`src/rtl/fifo_axis_master.sv`:
```
// Buffers host writes in a circular store and emits them as fixed-length AXI-Stream packets
// with generated tlast; single-shot (per start) or continuous operation.
module fifo_axis_master #(
   parameter int DATA_WIDTH = 32,
   parameter int DEPTH      = 16,
   parameter int BURST_LEN  = 4,
   parameter int CONTINUOUS = 0,
   parameter int AW         = $clog2(DEPTH)
) (
   input  logic                  clk,
   input  logic                  rst,
   input  logic [DATA_WIDTH-1:0] din,
   input  logic                  write,
   input  logic                  start,
   output logic                  full,
   output logic                  empty,
   output logic [AW:0]           level,
   output logic                  overflow,
   output logic [DATA_WIDTH-1:0] m_axis_tdata,
   output logic                  m_axis_tvalid,
   input  logic                  m_axis_tready,
   output logic                  m_axis_tlast,
   output logic                  pkt_done,
   output logic                  start_accel
);

   localparam int BW = $clog2(BURST_LEN + 1);

   localparam logic [1:0] S_IDLE = 2'd0;
   localparam logic [1:0] S_FILL = 2'd1;
   localparam logic [1:0] S_SEND = 2'd2;

   logic [DATA_WIDTH-1:0] r_buf [DEPTH];
   logic [1:0]            r_state;
   logic [AW-1:0]         r_wp;
   logic [AW-1:0]         r_rp;
   logic [AW:0]           r_level;
   logic [BW-1:0]         r_beat;
   logic                  r_overflow;
   logic                  r_pkt_done;
   logic [DATA_WIDTH-1:0] r_tdata;
   logic                  r_tvalid;
   logic                  r_tlast;

   logic w_full;
   logic w_push;
   logic w_load;
   logic w_hs;
   logic w_last_hs;

   assign w_full    = (r_level == (AW+1)'(DEPTH));
   assign w_push    = write && !w_full;
   // Output register reloads whenever it is empty or being drained this cycle.
   assign w_load    = (r_state == S_SEND) && (r_beat < BW'(BURST_LEN)) && (!r_tvalid || m_axis_tready);
   assign w_hs      = r_tvalid && m_axis_tready;
   assign w_last_hs = (r_state == S_SEND) && w_hs && r_tlast;

   always_ff @(posedge clk) begin
      if (w_push) begin
         r_buf[r_wp] <= din;
      end
   end

   always_ff @(posedge clk) begin
      if (!rst) begin
         r_state    <= S_IDLE;
         r_wp       <= '0;
         r_rp       <= '0;
         r_level    <= '0;
         r_beat     <= '0;
         r_overflow <= 1'b0;
         r_pkt_done <= 1'b0;
         r_tdata    <= '0;
         r_tvalid   <= 1'b0;
         r_tlast    <= 1'b0;
      end else begin
         r_pkt_done <= 1'b0;
         if (write && w_full) begin
            r_overflow <= 1'b1;
         end
         if (w_push) begin
            r_wp <= r_wp + AW'(1);
         end
         r_level <= r_level + (AW+1)'(w_push) - (AW+1)'(w_load);

         case (r_state)
            S_IDLE: begin
               if (start) begin
                  r_state <= S_FILL;
               end
            end
            S_FILL: begin
               if (r_level >= (AW+1)'(BURST_LEN)) begin
                  r_state <= S_SEND;
                  r_beat  <= '0;
               end
            end
            S_SEND: begin
               if (w_last_hs) begin
                  r_state    <= (CONTINUOUS != 0) ? S_FILL : S_IDLE;
                  r_pkt_done <= 1'b1;
               end
            end
            default: r_state <= S_IDLE;
         endcase

         if (w_load) begin
            r_tdata  <= r_buf[r_rp];
            r_tvalid <= 1'b1;
            r_tlast  <= (r_beat == BW'(BURST_LEN - 1));
            r_rp     <= r_rp + AW'(1);
            r_beat   <= r_beat + BW'(1);
         end else if (w_hs) begin
            r_tvalid <= 1'b0;
            r_tlast  <= 1'b0;
         end
      end
   end

   assign full          = w_full;
   assign empty         = (r_level == '0);
   assign level         = r_level;
   assign overflow      = r_overflow;
   assign m_axis_tdata  = r_tdata;
   assign m_axis_tvalid = r_tvalid;
   assign m_axis_tlast  = r_tlast;
   assign pkt_done      = r_pkt_done;
   assign start_accel   = rst;

endmodule

```
`config.mk`:
```
export PLATFORM = sky130hd
export DESIGN_NAME = fifo_axis_master
export DESIGN_NICKNAME = d
export VERILOG_FILES = /design/src/rtl/fifo_axis_master.sv
export SDC_FILE = /design/constraint.sdc
export NUM_CORES = 1
export LEC_CHECK = 0
export ABC_AREA = 1
export BUFFER_PORTS_ARGS = -buffer_cell sky130_fd_sc_hd__clkbuf_2
export CELL_PAD_IN_SITES_DETAIL_PLACEMENT = 0
export CELL_PAD_IN_SITES_GLOBAL_PLACEMENT = 1
export CORE_MARGIN = 2
export CORE_UTILIZATION = 40
export CTS_CLUSTER_DIAMETER = 120
export DETAILED_ROUTE_END_ITERATION = 10
export PLACE_DENSITY_LB_ADDON = 0.12
export SLEW_MARGIN = 20
export SYNTH_ARGS = -nofsm -noshare
export SYNTH_HDL_FRONTEND = slang
export SYNTH_SLANG_ARGS = --single-unit
```
`constraint.sdc`:
```
create_clock -name clk -period 2.59 [get_ports clk]
set_input_delay 0.259 -clock clk [delete_from_list [all_inputs] [get_ports clk]]
set_output_delay 0.259 -clock clk [all_outputs]
set_load 0.02 [all_outputs]
```
==> out/results.tsv <==
metric	value	unit
hpwl dp	34200	um
post-synthesis compound-gate area fraction	0.635	%
CP delay by family, top	adder cells	
Final Hold Fails	0	
fin cells	3240	
worst-path cell chain	inv_1, ha_1, nand3_1, nand2_1, ha_1, inv_1, ha_1, fa_1, a21oi_1, o21bai_1, o21ai_0, a21oi_1	
top_reg_cell synth	edfxtp_1	
number of port buffers	80	
Die ar.	0.0621	mm2
final slew viol count	0	
met1 Use GR	27.3	%
critical path depth	12	
Post-Syn Area	0.0241	mm2
PD cells	831	mW/mm2
leak pwr	11.5	nW
worst-path cell with the longest stage delay	fa_1	
Worst Path Buf+Inv	2	
Hold Crit Class	primary input to flip-flop	
Post-Synth Simple-Gate Area	22.0	%
Initial Util	40.6	%
Final nets	2467	
DR vias/cell	4.90	
CTS sink cnt	566	
Final Cycle Share	90.8	%
H-tree depth	2	
post-synth top area share	63.9	%
yosys warns	0	
cells on worst reg2reg path	12	
DRT antenna net count	0	
Final setup viols	0	
core box area	0.0592	mm2
Worst Skew	0.0205	ns
Pwr Total	23.0	mW
critical path launch point type	flip-flop	
setup tns final	0	ns
final core occ	46.6	%
Tmin final	2.35	ns
DRC	0	
met2 Resource Use GR	33.5	%
GP Congestion	0.770	
#FFs+latches synth	566	
xor-xnor portion of the synthesized cell area	0.0364	%
post-synthesis cell count	2329	
Peak VDD IR	0.000543	V
slowest stage delay, CP	0.44	ns
Post-synth ARST share	0	%
Post-CTS Setup Inserts	0	
setup repair after global routing missed its margin	no	
Fillers	5581	
mux cell area share after synthesis	0	%
first-pass GRT wire length	95000	um
met3 GRT Util	2.32	%
total number of vias	15900	
Area contributors post-synth	edfxtp_1 64%, nand2_1 13%, nand3_1 7.5%	
Die Y	249	um
Max clock buf depth	3	
# placed instances	3122	
Area Growth Syn to Fin	14.9	%
clock-pin slew on the worst setup and hold paths	0.06	ns
area leader, netlist	edfxtp_1	
gr busiest metal	met2	
WL final	61700	um
latest clock arrival within the worst-skew pair	0.63	ns
ratio of cells with drive above 1 in the final layout	10.3	%
diode count	0	
max_cap viols	0	
status	complete, no violations	
GRT overflow	0	
main combinational cell family by area after synthesis	simple AND/OR/NAND/NOR gates	
Unique masters post-synth	29	
pin count of the biggest net entering global routing	123	
IO Count	81	
CTS tree	done	
Syn Area/Cell	10.3	um2
wire length per cell	19.0	um
via count of the first global-routing pass	15600	
critical path arrival	2.85	ns
CTS Root Cell	clkbuf_16	
Worst EP required	3.09	ns
initial antenna violation count	0	
Seq/Total Area, Yosys	68.4	%
worst hold path depth	3	
Tot GR Track Use	19.9	%
most frequent CP cell	ha_1	
max_slew headroom	30.4	%
CP endpoint kind	flip-flop	
Post-Synth Adder-Cell Area	0.812	%
Rows	89	
Die X-Extent	249	um
iteration-0 DRC count of the detailed router	1069	
critical path class	flip-flop to flip-flop	
CTS buffer count	61	
first-pass detailed-route iteration total	5	
Mapped Nets	2381	
slew at the pin with the worst max-slew slack	1.04	ns
worst-path fanout max	4	
fmax	0.425	GHz
number of synthesized flops with an enable pin	512	
==> metal layers <==
metal	up-vias	routed length, um
met3	90	2380
met1	7757	28300
met4	0	1380
li1	7741	-
met2	286	29600
met5	-	0
==> tightest hold or removal path: cells and delay by family <==
| kind | cells | cell delay (ns) |
|---|---|---|
| buffers and inverters | 2 | 0.26 |
| and+or+nand+nor | 1 | 0.11 |
==> power breakdown <==
group | switching [mW] | total [mW] | internal, mW
logic | 2.55 | 3.68 | 1.13
clock network | 3.53 | 8.70 | 5.17
registers | 0.197 | 10.6 | 10.4
total | 6.28 | 23.0 | 16.7
==> kinds of logic (layout without fill, tap and decap cells) <==
| logic type | Yosys count | in the layout |
|---|---|---|
| compound gates | 29 | 29 |
| fa+ha+maj | 15 | 15 |
| flops | 566 | 566 |
| buf+inv | 436 | 574 |
| xor+xnor | 1 | 1 |
| simple gates | 1282 | 1282 |
==> final timing paths <==
| kind | startpoint | endpoint | slack (ns) |
|---|---|---|---|
| worst max-delay path | level[2] | level[4] | 0.24 |
| worst min register to register | overflow | overflow | 0.46 |
| worst max register to register | level[2] | level[4] | 0.24 |
| worst min-delay path | rst | level[0] | 0.07 |
==> cell usage after synthesis, types with 2 or more instances <==
cell type,count
buf_4,14
clkbuf_1,16
nand4_1,2
nand2_1,826
buf_2,53
inv_2,2
buf_6,25
nor2_1,89
nand3_1,361
buf_1,11
clkinv_1,2
o21ai_0,8
ha_1,14
a21oi_1,17
edfxtp_1,512
dfxtp_1,54
inv_1,311
==> area by class of cell <==
type	instances	area (um2)	area share, %
tap	773	967	3.50
clock buffer	80	1660	6.00
inverter	316	1200	4.33
timing repair buffer	143	1230	4.46
sequential	566	16500	59.6
clock inverter	35	347	1.25
multi-input combinational	1327	5760	20.8
==> layout by cell type, fill, tap and decap left out, types with 28 or more instances in the layout <==
| master | instances |
|---|---|
| buf_12 | 28 |
| buf_4 | 32 |
| clkbuf_16 | 62 |
| clkbuf_2 | 80 |
| dfxtp_1 | 49 |
| edfxtp_1 | 512 |
| inv_1 | 310 |
| nand2_1 | 826 |
| nand3_1 | 361 |
| nor2_1 | 73 |
==> stage by stage <==
step / hold WS [ns] / cell area [um2] / worst slack (ns)
CTS: 0.0413 / 27600 / 0.172
global route: 0.0898 / 27600 / 0.0409
global placement: 0.438 / 25600 / 0.166
floorplan: 0.358 / 24100 / -0.423
detailed placement: 0.462 / 25600 / 0.189
finish: 0.0728 / 27600 / 0.238
==> repair_timing <==
item,4_1_cts,5_1_grt
endpoints found under the hold margin,5,0
endpoints found under the setup margin,0,1
hold buffers,3,0
gates resized for setup,0,1
==> state kept, by name, summed over array words and instances, names as in the netlist <==
register,flops
r_beat,3
pkt_done,1
r_state,2
r_buf,512
overflow,1
m_axis_tdata,32
m_axis_tvalid,1
r_wp,4
r_rp,4
m_axis_tlast,1
level,5
(Power assumes the default switching activity.)
